--- src/rtl/sort_serializer.sv ---
// sort_serializer: buffers packed result vectors from the pipelined sort
// network and streams them out one element at a time (element 0 first)
// over a valid/ready interface. Results arriving while the buffer is full
// are dropped and flagged with a one-cycle overflow pulse.
//
// Optional feature macro: SORT_SERIALIZER_DROP_CNT_EN
//   defined     -> drop_count is a saturating 16-bit dropped-vector counter
//   not defined -> drop_count is tied to zero and no counter is built
//
// All outputs are registered. The next-state values are computed
// combinationally so that a push on an edge is visible on the outputs
// right after that same edge.
module sort_serializer #(
  parameter int NUM_VALS = 5,
  parameter int SIZE     = 16,
  parameter int DEPTH    = 2
) (
  input  logic                          clk,
  input  logic                          rst_n,
  input  logic [NUM_VALS*SIZE-1:0]      sorted_in,
  input  logic                          done_in,
  output logic [SIZE-1:0]               out_data,
  output logic                          out_valid,
  input  logic                          out_ready,
  output logic [$clog2(NUM_VALS)-1:0]   out_index,
  output logic                          out_last,
  output logic [$clog2(DEPTH+1)-1:0]    buf_count,
  output logic                          overflow,
  output logic [15:0]                   drop_count
);

  localparam int IDX_W = $clog2(NUM_VALS);
  localparam int CNT_W = $clog2(DEPTH + 1);
  localparam int PTR_W = (DEPTH > 1) ? $clog2(DEPTH) : 1;
  localparam int VEC_W = NUM_VALS * SIZE;

  localparam logic [IDX_W-1:0] LAST_IDX = IDX_W'(NUM_VALS - 1);
  localparam logic [PTR_W-1:0] LAST_PTR = PTR_W'(DEPTH - 1);
  localparam logic [CNT_W-1:0] FULL_CNT = CNT_W'(DEPTH);

  // Vector storage (not reset; occupancy is tracked by count_r)
  logic [VEC_W-1:0] mem_r [DEPTH];

  // Buffer bookkeeping and registered outputs
  logic [PTR_W-1:0] wr_ptr_r;
  logic [PTR_W-1:0] rd_ptr_r;
  logic [CNT_W-1:0] count_r;
  logic [IDX_W-1:0] idx_r;
  logic             valid_r;
  logic             last_r;
  logic [SIZE-1:0]  data_r;
  logic             overflow_r;
  logic [15:0]      drop_cnt_r;

  // Next-state values
  logic             accept_s;
  logic             pop_s;
  logic             full_eff_s;
  logic             push_s;
  logic             drop_s;
  logic [CNT_W-1:0] count_nxt_s;
  logic [PTR_W-1:0] wr_ptr_nxt_s;
  logic [PTR_W-1:0] rd_ptr_nxt_s;
  logic [IDX_W-1:0] idx_nxt_s;
  logic             head_new_s;
  logic [VEC_W-1:0] head_s;
  logic [SIZE-1:0]  data_nxt_s;

  // Handshake, push/pop/drop decisions and the next head element
  always_comb begin
    accept_s     = valid_r && out_ready;
    pop_s        = accept_s && last_r;
    full_eff_s   = (count_r == FULL_CNT) && !pop_s;
    push_s       = done_in && !full_eff_s;
    drop_s       = done_in && full_eff_s;

    count_nxt_s  = count_r;
    wr_ptr_nxt_s = wr_ptr_r;
    rd_ptr_nxt_s = rd_ptr_r;
    idx_nxt_s    = idx_r;

    case ({push_s, pop_s})
      2'b10:   count_nxt_s = count_r + CNT_W'(1);
      2'b01:   count_nxt_s = count_r - CNT_W'(1);
      default: count_nxt_s = count_r;
    endcase

    if (push_s) begin
      wr_ptr_nxt_s = (wr_ptr_r == LAST_PTR) ? {PTR_W{1'b0}} : wr_ptr_r + PTR_W'(1);
    end else begin
      wr_ptr_nxt_s = wr_ptr_r;
    end

    if (pop_s) begin
      rd_ptr_nxt_s = (rd_ptr_r == LAST_PTR) ? {PTR_W{1'b0}} : rd_ptr_r + PTR_W'(1);
    end else begin
      rd_ptr_nxt_s = rd_ptr_r;
    end

    if (accept_s) begin
      idx_nxt_s = last_r ? {IDX_W{1'b0}} : idx_r + IDX_W'(1);
    end else begin
      idx_nxt_s = idx_r;
    end

    // The incoming vector becomes the head when nothing else remains after this edge
    head_new_s = push_s && (count_r == (pop_s ? CNT_W'(1) : CNT_W'(0)));

    if (head_new_s) begin
      head_s = sorted_in;
    end else begin
      head_s = mem_r[rd_ptr_nxt_s];
    end

    if (count_nxt_s != {CNT_W{1'b0}}) begin
      data_nxt_s = head_s[int'(idx_nxt_s)*SIZE +: SIZE];
    end else begin
      data_nxt_s = {SIZE{1'b0}};
    end
  end

  // Write accepted vectors into the slot at the write pointer
  always_ff @(posedge clk) begin
    if (push_s) begin
      mem_r[wr_ptr_r] <= sorted_in;
    end
  end

  // Pointer, occupancy and output registers with synchronous reset
  always_ff @(posedge clk) begin
    if (!rst_n) begin
      wr_ptr_r   <= {PTR_W{1'b0}};
      rd_ptr_r   <= {PTR_W{1'b0}};
      count_r    <= {CNT_W{1'b0}};
      idx_r      <= {IDX_W{1'b0}};
      valid_r    <= 1'b0;
      last_r     <= 1'b0;
      data_r     <= {SIZE{1'b0}};
      overflow_r <= 1'b0;
    end else begin
      wr_ptr_r   <= wr_ptr_nxt_s;
      rd_ptr_r   <= rd_ptr_nxt_s;
      count_r    <= count_nxt_s;
      idx_r      <= idx_nxt_s;
      valid_r    <= (count_nxt_s != {CNT_W{1'b0}});
      last_r     <= (idx_nxt_s == LAST_IDX);
      data_r     <= data_nxt_s;
      overflow_r <= drop_s;
    end
  end

`ifdef SORT_SERIALIZER_DROP_CNT_EN
  // Saturating count of dropped vectors, cleared only by reset
  always_ff @(posedge clk) begin
    if (!rst_n) begin
      drop_cnt_r <= 16'h0000;
    end else if (drop_s && (drop_cnt_r != 16'hFFFF)) begin
      drop_cnt_r <= drop_cnt_r + 16'h0001;
    end else begin
      drop_cnt_r <= drop_cnt_r;
    end
  end
`else
  assign drop_cnt_r = 16'h0000;
`endif

  assign out_data   = data_r;
  assign out_valid  = valid_r;
  assign out_index  = idx_r;
  assign out_last   = last_r;
  assign buf_count  = count_r;
  assign overflow   = overflow_r;
  assign drop_count = drop_cnt_r;

endmodule

--- config.mk ---
export PLATFORM = sky130hd
export DESIGN_NAME = sort_serializer
export DESIGN_NICKNAME = d
export VERILOG_FILES = /design/src/rtl/sort_serializer.sv
export SDC_FILE = /design/constraint.sdc
export NUM_CORES = 1
export LEC_CHECK = 0
export BUFFER_PORTS_ARGS = -buffer_cell sky130_fd_sc_hd__clkbuf_2
export CAP_MARGIN = 25
export CORE_ASPECT_RATIO = 1.75
export CORE_MARGIN = 1
export CORE_UTILIZATION = 30
export CTS_BUF_LIST = sky130_fd_sc_hd__clkbuf_8 sky130_fd_sc_hd__clkbuf_16
export DETAILED_ROUTE_END_ITERATION = 8
export GPL_TIMING_DRIVEN = 0
export PLACE_DENSITY = 0.47
export SYNTH_ARGS = -nofsm -noshare
export SYNTH_HDL_FRONTEND = slang
export SYNTH_SLANG_ARGS = --single-unit
--- constraint.sdc ---
create_clock -name clk -period 7 [get_ports clk]
set_input_delay 1.4 -clock clk [delete_from_list [all_inputs] [get_ports clk]]
set_output_delay 1.4 -clock clk [all_outputs]
set_load 0.1 [all_outputs]
-- Yosys cells after proc, flatten, opt, wreduce, memory -nomap -nowiden
Memories as Yosys holds them, arrays and structs flattened.
Index checks and enable logic that the tools add are counted.
- register bits after elaboration: 26
- bits in writable memories: 160
- bits of input ports: 84
- logic and storage cells: 40
- memories: 1
- add/sub/neg operators: 5
- equal/unequal tests: 5
- shifts and indexed selects: 1
- muxes and demuxes: 10
- reduce and logical (&&, ||, !) cells: 10
- memory list (name ; depth ; width ; rd ports ; clocked after Yosys merged registers in ; wr ports ; line ; source):
    mem_r ; 2 ; 80 ; 1 ; 0 ; 1 ; 42 ; logic [VEC_W-1:0] mem_r [DEPTH];
- operators with widths (kind ; number):
    80-bit two-way mux ; 1
    80-bit by 8-bit variable part select with 16-bit output ; 1
    1-bit logical AND ; 6
    1-bit two-way mux ; 6
    3-bit two-way mux ; 2
    2-bit == test, second input constant ; 2
    2-bit one-hot mux with 2 select lines ; 1
    3-bit by 1-bit adder with 3-bit output, second input constant ; 1
    3-bit == test, second input constant ; 1
    1-bit adder, second input constant ; 2
    2-bit by 1-bit adder with 2-bit output, second input constant ; 1
    2-bit by 1-bit == test with 1-bit output ; 1
    2-bit by 1-bit == test with 1-bit output, second input constant ; 1
    1-bit logical NOT ; 2
    2-bit AND reduction ; 1
    2-bit nonzero test ; 1
    2-bit by 1-bit subtractor with 2-bit output, second input constant ; 1

-- Depth between registers and ports, before layout
- word-level depth: 10
- mapped depth: 10
- mapped depth without buffers: 7

-- Worst setup path before layout
Ideal clock, no wire load.
- kind: input to register
- from: input port out_ready
- to: memory mem_r[0][0] (netlist name), enable pin
- setup time: 0.520 ns
- data arrival time: 5.260 ns
- setup slack: 1.219 ns
- cell stages on the path: 4
- path buffers: 0
- cell sequence: nand3_1 > nand3b_1 > nand2_1 > nor2_1
- cells in the longest elaborated chain, start to end: 8
- RTL lines (item ; line ; source):
    start, declared ; 24 ; input logic out_ready,
    1-bit logical AND ; 71 ; accept_s = valid_r && out_ready;
    1-bit logical AND ; 72 ; pop_s = accept_s && last_r;
    1-bit logical NOT ; 73 ; full_eff_s = (count_r == FULL_CNT) && !pop_s;
    1-bit logical AND ; 73 ;
    1-bit logical NOT ; 74 ; push_s = done_in && !full_eff_s;
    1-bit logical AND ; 74 ;
    1-bit two-way mux ; 124 ; if (push_s) begin
    1-bit two-way mux (implied by the code) ; 125 ; mem_r[wr_ptr_r] <= sorted_in;
    end, declared ; 42 ;
Every way passes these cells.

-- Worst setup path after layout
- from: input port out_ready
- to: register data_r[4] (netlist: out_data[4])
- cells in the longest elaborated chain, start to end: 10
- RTL lines (item ; line ; source):
    1-bit logical AND (*) ; 71 ;
    branches (longest 9 deep; another with 80-bit two-way mux) ; - ;
    end signal, assigned ; 138 ; data_r <= {SIZE{1'b0}};
    end signal, assigned ; 147 ; data_r <= data_nxt_s;
    end, declared ; 51 ; logic [SIZE-1:0] data_r;
Mark *: on every way between the ends.
A chain may end at the register's enable or synchronous reset.

==> metrics.md <==
| Metric | Value |
|---|---|
| Outcome | `complete, no violations` |
| Yosys top cell area share | `53.90%` |
| Initial antenna violation count | `0` |
| Reg2reg setup slack | `4050 ps` |
| Pwr/cell area | `248.2 nW/um^2` |
| Row count | `83` |
| Synth cell types | `47` |
| Required time worst endpoint | `7310 ps` |
| Area after DPL | `10,130 sq um` |
| Die width | `132.3 microns` |
| Fin. Hold Viols | `0` |
| Critical path peak fanout | `10` |
| Worst Tran Pin Value | `917.9 ps` |
| VDD IR max | `0.1885 mV` |
| Largest net degree at the start of global routing | `28` |
| Area delta synth->final | `19.37%` |
| Post-route minimum period | `3491 ps` |
| Layout cells sized above 1 | `22.60%` |
| Max capacitance violation total | `0` |
| Via count | `6,498` |
| CP arrival | `3800 ps` |
| Resized cells post-CTS | `0` |
| Syn Std Cell Area | `8914 sq um` |
| #FFs+latches synth | `186` |
| Worst reg-to-reg path cell count | `7` |
| CTS tree | `built` |
| GRT Total Usage | `18.08%` |
| Die area | `30,430 sq um` |
| WHS Path Cells | `4` |
| GP Congestion | `0.8148` |
| HP Class | `reg2reg` |
| Commonest non-fill, non-tap cell in the layout | `edfxtp_1` |
| Fmax | `286.5 MHz` |
| Worst path most repeated cell | `clkbuf_1` |
| ANT nets after route | `0` |
| Worst Clk Skew | `11.25 ps` |
| Area of the core | `29,290 sq um` |
| Gr ovfl total | `0` |
| H-tree levels | `4` |
| Fillers | `2,992` |
| N_diodes | `0` |
| Hpwl dp | `19,410 microns` |
| Vias per cell | `5.092` |
| DR DRC count | `0` |
| Slew Viols, Final | `0` |
| FF+latch area | `5325 sq um` |
| Post-synth top area cell | `edfxtp_1` |
| Clock Tree Root | `clkbuf_16` |
| Synthesis Warnings | `0` |
| Clk_lat worst skew | `460 ps` |
| Final setup TNS | `0 ps` |
| 1st-pass router iterations | `5` |
| DR iter-0 viols | `371` |
| Final WL | `26,730 microns` |
| Crit-path cells | `clkbuf_2 -> and3_1 -> buf_2 -> mux2i_1 -> clkbuf_1 -> clkbuf_1 -> nand4_1 -> nand3_1 -> a31oi_1` |
| First-pass GRT wire length | `39,900 microns` |
| Pre-CTS WS | `3046 ps` |
| CP Launch Type | `input port` |
| Final setup viols | `0` |
| Critical path class | `in2reg` |
| Initial core utilization | `30.44%` |
| Avg WL per Cell | `20.95 microns` |
| Relative slew slack | `38.81%` |
| Mapped Cells | `735` |
| Post-layout net count | `966` |
| Postcts setup bufs | `0` |
| Clock-pin slew on the worst setup and hold paths | `70 ps` |
| Vias in the first global route | `6,564` |
| Multi-input logic area | `3257 sq um` |
| Number of buffers created by CTS | `17` |
| Final setup margin | `3509 ps` |
| Crit end category | `flip-flop` |
| Deepest clock path buffer count | `2` |
| Worst path max stage delay | `640 ps` |
| Fin crit share | `49.87%` |
| Leak | `4.023 nW` |
| PortBufs | `106` |
| Post-Layout Inst Area | `10,640 sq um` |
| Sequential element share of the synthesized area | `59.74%` |
| Hold_buf cts | `0` |
| CP max-delay cell | `clkbuf_1` |
| Worst Hold Slack | `676.6 ps` |
| Unrepaired setup endpoints after global routing | `no` |
| Area contributors post-synth | `edfxtp_1, mux2i_1, nand2_1` |
| Clk sinks | `186` |
| Most frequent cells in the layout | `edfxtp_1, nand2_1, clkbuf_2` |
| Mean Syn Cell Area | `12.13 sq um` |
| Io pins | `124` |
| Die H | `230.0 microns` |
[worst max-delay path, delay by kind of cell]
family | cells | cell delay [ps]
simple gates | 3 | 510
mux | 1 | 290
buf+inv | 4 | 1450
compound gates | 1 | 140
[path summary, 6_finish.rpt]
kind,start,to
min,mem_r[1][73]$_DFFE_PP_,out_data[9]$_SDFF_PN0_
max,out_ready,out_data[4]$_SDFF_PN0_
max reg2reg,out_last$_SDFF_PN0_,out_data[4]$_SDFF_PN0_
min reg2reg,mem_r[1][73]$_DFFE_PP_,out_data[9]$_SDFF_PN0_
[cells by family (layout without fill, tap and decap cells)]
logic type | after synthesis | after routing | synth area share, %
buffers and inverters | 75 | 219 | 4.520
other | 1 | 16 | 0.04207
AOI/OAI and AO/OA | 126 | 126 | 9.798
muxes | 86 | 86 | 12.20
xor gates and xnor gates | 2 | 2 | 0.4071
DFF | 186 | 186 | 59.74
adders and majority gates | 1 | 1 | 0.1403
and+or+nand+nor | 258 | 258 | 13.15
[area by class of cell]
cell class	count	area share, %
flip-flops and latches	186	50.05
well taps	382	4.492
clock inverters	15	0.8114
clock buffers	17	3.998
repair buffers	112	6.256
plain buffers	69	3.575
inverters	6	0.2117
multi-input cells	489	30.61
[synth_stat cells (all sizes together)]
library cell and instances:
edfxtp 160, nand2 145, mux2i 55, nand3 48
buf 39, o21ai 34, clkbuf 30, dfxtp 26
nand4 17, a22oi 16, mux2 16, o211ai 16
a21o 15, a221o 15, a31oi 15, mux4 15
nand2b 15, nor2 9, and3 6, nor2b 6
a21oi 5, inv 5, nand3b 3, nor3 3
and2 2, o22ai 2, o32ai 2, or3 2
xnor2 2, a211oi 1, a32o 1, and3b 1
clkinv 1, conb 1, ha 1, nor3b 1
o21a 1, o21bai 1, o311a 1, o41ai 1
[stage by stage]
step	std cells	power (mW)	utilization [%]
2_1_floorplan	750	1.649	-
3_3_place_gp	1238	1.797	34.07
3_5_place_dp	1244	1.802	34.59
4_1_cts	1276	2.660	36.33
5_1_grt	1276	2.728	36.33
6_report	1276	2.640	36.33
[flip-flops by register name, summed over array words and instances (netlist names)]
name / flops
mem_r: 160
buf_count: 2
out_valid: 1
rd_ptr_r: 1
wr_ptr_r: 1
overflow: 1
out_index: 3
out_last: 1
out_data: 16
[layer usage]
layer | vias up | global-route usage, % | part of all wire, %
met5 | - | 0 | 0
met4 | 0 | 8.261 | 3.1
met3 | 42 | 3.042 | 4.4
met2 | 206 | 33.73 | 54
met1 | 3218 | 19.77 | 38
li1 | 3032 | - | -
[where the power goes]
part / total (mW) / switching, mW / internal [mW]
clock: 0.867 / 0.422 / 0.445
combinational: 0.470 / 0.335 / 0.135
sequential: 1.30 / 0.0241 / 1.28
No activity file was read; power rests on OpenSTA's default activity.
